File: config.mk
export PLATFORM = sky130hd
export DESIGN_NAME = linear_pars_rd_ctrl
export DESIGN_NICKNAME = d
export VERILOG_FILES = /design/src/rtl/linear_pars_rd_ctrl_pkg.sv /design/src/rtl/linear_pars_rd_pipe.sv /design/src/rtl/linear_pars_rd_ctrl.sv
export SDC_FILE = /design/constraint.sdc
export NUM_CORES = 1
export LEC_CHECK = 0
export CAP_MARGIN = 20
export CORE_UTILIZATION = 30
export DETAILED_ROUTE_END_ITERATION = 7
export PLACE_DENSITY_LB_ADDON = 0.05
export SLEW_MARGIN = 10
export SYNTH_ARGS = -nofsm -noshare
export SYNTH_HDL_FRONTEND = slang
export SYNTH_SLANG_ARGS = --single-unit
File: constraint.sdc
create_clock -name clk -period 3.31 [get_ports clk]
set_input_delay 0.662 -clock clk [delete_from_list [all_inputs] [get_ports clk]]
set_output_delay 0.662 -clock clk [all_outputs]
set_load 0.02 [all_outputs]
File: src/rtl/linear_pars_rd_ctrl_pkg.sv
// Shared definitions for the linear-parameter buffer read controller:
// FSM state encoding and the counter-width helper.
package linear_pars_rd_ctrl_pkg;

   typedef enum logic [2:0] {
      ST_IDLE,
      ST_RST_BUF,
      ST_WAIT_LOAD,
      ST_RUN,
      ST_DRAIN
   } state_t;

   // Bits needed to index 0..depth-1; never narrower than one bit.
   function automatic int clogb2(input int depth);
      int w;
      w = 0;
      while ((1 << w) < depth) begin
         w = w + 1;
      end
      return (w < 1) ? 1 : w;
   endfunction

endpackage

File: src/rtl/linear_pars_rd_pipe.sv
// Two-stage beat pipeline that tracks the buffer's MEM read (P0) and its
// output register (P1), and generates the matching read enables.
module linear_pars_rd_pipe
   import linear_pars_rd_ctrl_pkg::*;
#(
   parameter int data_width = 32
) (
   input  logic                  clk,
   input  logic                  rst_n,
   input  logic                  run,
   input  logic [data_width-1:0] s_data,
   input  logic                  s_last,
   input  logic                  s_valid,
   output logic                  s_ready,
   output logic                  ren_s0,
   output logic                  ren_s1,
   output logic [data_width-1:0] m_data,
   output logic                  m_last,
   output logic                  m_valid,
   input  logic                  m_ready,
   output logic                  empty
);

   logic                  advance;
   logic                  p0_vld_reg;
   logic                  p1_vld_reg;
   logic                  p0_last_reg;
   logic                  p1_last_reg;
   logic [data_width-1:0] p0_data_reg;
   logic [data_width-1:0] p1_data_reg;

   // Both stages move together, so the buffer's read stages stay in lock-step with P0/P1.
   assign advance = ~p1_vld_reg | m_ready;
   assign s_ready = advance & run;
   assign ren_s0  = s_valid & s_ready;
   assign ren_s1  = advance & p0_vld_reg;

   always_ff @(posedge clk) begin
      if (!rst_n) begin
         p0_vld_reg  <= 1'b0;
         p1_vld_reg  <= 1'b0;
         p0_last_reg <= 1'b0;
         p1_last_reg <= 1'b0;
      end else if (advance) begin
         p0_vld_reg  <= ren_s0;
         p1_vld_reg  <= p0_vld_reg;
         p0_last_reg <= s_last & ren_s0;
         p1_last_reg <= p0_last_reg;
      end
   end

   always_ff @(posedge clk) begin
      if (advance) begin
         p0_data_reg <= s_data;
         p1_data_reg <= p0_data_reg;
      end
   end

   assign m_data  = p1_data_reg;
   assign m_last  = p1_last_reg;
   assign m_valid = p1_vld_reg;
   assign empty   = ~p0_vld_reg & ~p1_vld_reg;

endmodule

File: src/rtl/linear_pars_rd_ctrl.sv
// Sequences the linear-parameter buffer per block (reset, wait for load, stream)
// and pairs each conv result beat with its kernel's A/B parameters.
module linear_pars_rd_ctrl
   import linear_pars_rd_ctrl_pkg::*;
#(
   parameter int data_width              = 32,
   parameter int kernal_param_data_width = 16,
   parameter int max_kernal_n            = 512,
   parameter int simulation_delay        = 1
) (
   input  logic                               clk,
   input  logic                               rst_n,
   input  logic                               blk_start,
   output logic                               blk_idle,
   output logic                               blk_done,
   input  logic [15:0]                        cfg_kernal_n,
   output logic                               rst_linear_pars_buf,
   input  logic                               linear_pars_buf_load_completed,
   output logic                               linear_pars_buffer_ren_s0,
   output logic                               linear_pars_buffer_ren_s1,
   output logic [15:0]                        linear_pars_buffer_raddr,
   input  logic [kernal_param_data_width-1:0] linear_pars_buffer_dout_a,
   input  logic [kernal_param_data_width-1:0] linear_pars_buffer_dout_b,
   input  logic [data_width-1:0]              s_axis_res_data,
   input  logic                               s_axis_res_last,
   input  logic                               s_axis_res_valid,
   output logic                               s_axis_res_ready,
   output logic [data_width-1:0]              m_axis_res_data,
   output logic [kernal_param_data_width-1:0] m_axis_res_par_a,
   output logic [kernal_param_data_width-1:0] m_axis_res_par_b,
   output logic                               m_axis_res_last,
   output logic                               m_axis_res_valid,
   input  logic                               m_axis_res_ready
);

   localparam int cnt_w = clogb2(max_kernal_n);

   state_t             state_reg;
   state_t             state_next;
   logic [15:0]        kernal_n_reg;
   logic [cnt_w-1:0]   cnt_reg;
   logic [cnt_w-1:0]   cnt_next;
   logic               at_end;
   logic               last_acc;
   logic               pipe_empty;

   // Registers update without delay; a negative simulation_delay has no meaning here.
   if (simulation_delay < 0) begin : g_neg_sim_delay
   end

   assign at_end   = (16'(cnt_reg) == kernal_n_reg);
   assign last_acc = linear_pars_buffer_ren_s0 & s_axis_res_last;

   always_comb begin
      state_next          = state_reg;
      cnt_next            = cnt_reg;
      blk_idle            = 1'b0;
      blk_done            = 1'b0;
      rst_linear_pars_buf = 1'b0;
      case (state_reg)
         ST_IDLE: begin
            blk_idle = 1'b1;
            if (blk_start) begin
               state_next = ST_RST_BUF;
               cnt_next   = '0;
            end
         end
         ST_RST_BUF: begin
            rst_linear_pars_buf = 1'b1;
            state_next          = ST_WAIT_LOAD;
         end
         ST_WAIT_LOAD: begin
            if (linear_pars_buf_load_completed) state_next = ST_RUN;
         end
         ST_RUN: begin
            if (last_acc) begin
               cnt_next = at_end ? '0 : cnt_reg + cnt_w'(1);
               if (at_end) state_next = ST_DRAIN;
            end
         end
         ST_DRAIN: begin
            if (pipe_empty) begin
               blk_done   = 1'b1;
               state_next = ST_IDLE;
            end
         end
         default: state_next = ST_IDLE;
      endcase
   end

   always_ff @(posedge clk) begin
      if (!rst_n) begin
         state_reg    <= ST_IDLE;
         cnt_reg      <= '0;
         kernal_n_reg <= '0;
      end else begin
         state_reg <= state_next;
         cnt_reg   <= cnt_next;
         if (state_reg == ST_IDLE && blk_start) kernal_n_reg <= cfg_kernal_n;
      end
   end

   assign linear_pars_buffer_raddr = 16'(cnt_reg);

   linear_pars_rd_pipe #(
      .data_width (data_width)
   ) u_pipe (
      .clk     (clk),
      .rst_n   (rst_n),
      .run     (state_reg == ST_RUN),
      .s_data  (s_axis_res_data),
      .s_last  (s_axis_res_last & at_end),
      .s_valid (s_axis_res_valid),
      .s_ready (s_axis_res_ready),
      .ren_s0  (linear_pars_buffer_ren_s0),
      .ren_s1  (linear_pars_buffer_ren_s1),
      .m_data  (m_axis_res_data),
      .m_last  (m_axis_res_last),
      .m_valid (m_axis_res_valid),
      .m_ready (m_axis_res_ready),
      .empty   (pipe_empty)
   );

   // The buffer's output register is kept aligned with P1, so A/B pass straight through.
   assign m_axis_res_par_a = linear_pars_buffer_dout_a;
   assign m_axis_res_par_b = linear_pars_buffer_dout_b;

endmodule

==> impl_summary.md <==
Synthesis
The most frequently used flop master after synthesis is sky130_fd_sc_hd__edfxtp_1. Ranked by total cell area, the synthesized netlist is headed by sky130_fd_sc_hd__edfxtp_1 (50%), sky130_fd_sc_hd__dfxtp_1 (17%), sky130_fd_sc_hd__buf_4 (7.6%), sky130_fd_sc_hd__nand2_1 (3.9%), sky130_fd_sc_hd__a21boi_0 (3.3%). The number of enable-type register cells in the synthesized netlist is 64.

The XOR/XNOR share of the synthesized area is 0.0205. The post-synthesis async set-or-reset flop share is 0. After synthesis the cells add up to 3840 sq um. In the synthesized netlist, the number of instances is 297. The synthesized-area fraction occupied by adder cells is 0.00326. By area, the combinational part of the netlist is dominated by simple AND/OR/NAND/NOR gates.

The count of distinct cell types in the synthesized netlist is 41. During synthesis, Yosys emitted a total of 0 warnings. Summed over all instances, the cell type with the most area after synthesis is sky130_fd_sc_hd__edfxtp_1. By count the netlist is led by sky130_fd_sc_hd__edfxtp_1 (64), sky130_fd_sc_hd__nand2_1 (40), sky130_fd_sc_hd__buf_4 (39). The average instance in the mapped netlist occupies 12.9 sq um. After synthesis, the share of cell area in mux cells is 0. The register bit count reported by yosys is 96. The share of the synthesized area in compound gates (AO/OA/AOI/OAI) was 0.0778. The basic-gate share of the synthesized area counting and, or, nand and nor cells is 0.135.

The most common cell in the netlist is sky130_fd_sc_hd__edfxtp_1. The share of synthesized area in the top cell type comes to 0.500. The share of the Yosys chip area taken by registers is 0.667.

Route
For this block, the routed nets add up to 7.68 mm of wire. In the routed design, unresolved DRC markers number 0. The detailed-router iteration count before antenna repair is 4. For this block, the initial DRC count from the detailed router was 148.

After detailed routing, the average wire length per cell comes to 14.1 um. Summing over every cut layer, the via total after detailed routing is 2419. In the routed layout, each cell is associated on average with a via count of 4.45. Once detail routing completed, the nets flagged for antenna violations numbered 0.

Worst setup path
The worst setup path is launched from a primary input. The delay of the slowest critical-path stage is 0.62 ns. At the worst endpoint, the arrival time is 2.17 ns. In this run the worst path has a maximum fanout of 11. The classification of the worst setup path is in2out. Data on the critical path is required at its endpoint by 2.65 ns. The library cell appearing most often on the critical path is sky130_fd_sc_hd__clkdlybuf4s50_1.

The gate family responsible for the most delay along the worst path is buffers and inverters. The type of destination of the critical path is a primary output. The critical path goes through clkdlybuf4s50_1, nor2b_1, inv_2, and3_1, clkdlybuf4s50_1. The largest individual stage delay along the critical path comes from the cell sky130_fd_sc_hd__clkdlybuf4s50_1. The number of buffers and inverters on the critical path is 3.

Placement
The wire-length estimate of the detail-placed layout is 5.35 mm. In this run, placement finished with an instance count of 528. Routability-driven placement finished with a final weighted congestion of 0.737. The number of port buffers is 103.

Power and ir drop
IR analysis of the VDD net gives a maximum drop of 0.169 mV. For this design the static power due to leakage is 1.75 nW. In this run the power density over the cells is 517 nW/um^2. The design draws 2.61 mW.

Finish
In the final layout, the multi-input gates occupy 937 sq um. In the final layout, flip-flops and latches occupy 2560 sq um. Of the cells placed in the final design, the portion with a size suffix greater than 1 is 0.0665. The final standard cell count with taps included and fillers excluded is 544. The repair_antennas step left the layout with diodes totalling 0. The layout filler cell count is 1215. From synthesis to final layout, the design area changed by 31.4%. The final standard cell utilization of the core is 0.412. The post-layout net count is 459.

Global routing
For this run, the total global-route usage over all layers was measured as 0.119. Entering global routing, the biggest net connects 62 pins. The number of global-route vias before repair came to 2265. The wire length of the first global-routing pass is 11.8 mm. The sum of overflow across all layers after global routing is 0. The number of antenna violations at the first check in global routing is 0.

Clock tree
No sink is reached through more buffers than the 2 on the longest clock path. Clock tree synthesis inserted a total of 9 buffers. The master cell of the clock root buffer is sky130_fd_sc_hd__clkbuf_16. The number of gates resized after CTS was 0. Hold repair after CTS inserted 0 buffers.

The H-tree level count is 3. The total clock sinks is 96. After clock tree synthesis, the clock-pin slew on the worst setup and hold paths is 0.06 ns. The CTS tree is done. The latest clock arrival within the worst-skew pair is 0.34 ns. The post-CTS setup buffer count is 0.

Timing
The final setup violation count is 0. The max-slew violation count is 0. The shortest period the worst path allows is 2.83 ns. The final hold slack is 0.418 ns. Of the available clock period, the critical path in the final layout requires 0.856. At the pin with the least slew margin, the transition time is 0.757 ns.

The final hold violation count was 0. The max-slew headroom at the worst pin is 0.495. The worst clock skew is 0.00320 ns. Setup repair after global routing left no endpoint under its margin. After routing, the total negative slack on setup checks comes to 0 ns. For this run, the top clock speed supported by timing is 353 MHz.

Floorplanning
The height of the die is 115 um. The die covers 13300 sq um. The area inside the core boundary is 12300 sq um. During I/O placement, the number of pins put on the boundary was 175. The initial utilization of the core area, before any placement, comes to 0.313.

The horizontal die dimension is 115 um. The floorplan has 40 rows.

Outcome
The flow ran to the end, and the final reports show no timing, DRC or antenna violations.

Min path
The type of the most critical hold path is reg2reg.

Flow run
Max-cap violations in this run came to 0.
==> cells by family after synthesis <==
| group | Yosys count |
|---|---|
| AOI/OAI and AO/OA | 41 |
| xor gates and xnor gates | 9 |
| adders and majority gates | 1 |
| buffers and inverters | 53 |
| DFF | 96 |
| other | 1 |
| and+or+nand+nor | 96 |
==> power by group <==
group	internal (mW)	leakage [nW]	total, mW	switching, mW
Clock	0.505	0.126	0.934	0.430
Combinational	0.151	0.687	0.299	0.148
Sequential	1.34	0.938	1.38	0.0332
Total	2.00	1.75	2.61	0.611
==> worst reg2reg max path, delay by kind of cell (launching register included) <==
family | cells | cell delay, ns
AND/OR/NAND/NOR | 3 | 1.03
buffers and inverters | 1 | 0.23
flip-flops | 1 | 0.56
AO/OA/AOI/OAI | 1 | 0.05
==> metal layers <==
layer,vias to the layer above,track usage,part of all wire
li1,1173,-,-
met1,1123,0.149,0.46
met2,87,0.184,0.44
met3,36,0.0327,0.065
met4,0,0.0684,0.030
met5,-,0,0
==> cells in the final DEF, fill, tap and decap left out, types with 5 or more instances in the layout <==
cell type                         netlist  layout
sky130_fd_sc_hd__dfxtp_1               32      32
sky130_fd_sc_hd__nand2_1               40      40
sky130_fd_sc_hd__clkbuf_16              0       9
sky130_fd_sc_hd__o21ai_0                7       7
sky130_fd_sc_hd__nand4_1                9       9
sky130_fd_sc_hd__nor3_1                 5       5
sky130_fd_sc_hd__buf_4                 39       5
sky130_fd_sc_hd__nand3_1                8       8
sky130_fd_sc_hd__nor2b_1                5       5
sky130_fd_sc_hd__edfxtp_1              64      64
sky130_fd_sc_hd__a211oi_1               5       5
sky130_fd_sc_hd__a21boi_0              17      17
sky130_fd_sc_hd__and2_1                 5       5
sky130_fd_sc_hd__xnor2_1                9       9
sky130_fd_sc_hd__conb_1                 1       7
sky130_fd_sc_hd__clkdlybuf4s50_1        0     103
==> stage by stage <==
step                worst slack (ns)  area (sq um)
floorplan                     0.0860          3870
global placement               0.474          4790
detailed placement             0.466          4790
global route                   0.397          5050
CTS                            0.459          5050
finish                         0.476          5050
==> layout make-up <==
| class | instances | share of cell area |
|---|---|---|
| flip-flops and latches | 96 | 0.507 |
| clock inverters | 6 | 0.00694 |
| multi-input cells | 154 | 0.186 |
| clock buffers | 10 | 0.0453 |
| well taps | 168 | 0.0416 |
| inverters | 2 | 0.00149 |
| repair buffers | 108 | 0.212 |
==> worst paths after layout <==
| check | startpoint | to | slack [ns] | depth (start not counted) |
|---|---|---|---|---|
| worst min register to register | u_pipe.p0_data_reg[21]$_DFFE_PN_ | u_pipe.m_data[21]$_DFFE_PN_ | 0.42 | 0 |
| worst max-delay path | m_axis_res_ready | linear_pars_buffer_ren_s0 | 0.48 | 5 |
| worst max register to register | state_reg[1]$_SDFFE_PN0P_ | cnt_reg[5]$_SDFFE_PN0P_ | 1.33 | 5 |
| worst min-delay path | u_pipe.p0_data_reg[21]$_DFFE_PN_ | u_pipe.m_data[21]$_DFFE_PN_ | 0.42 | 0 |
Power figures use the tool's default switching activity.
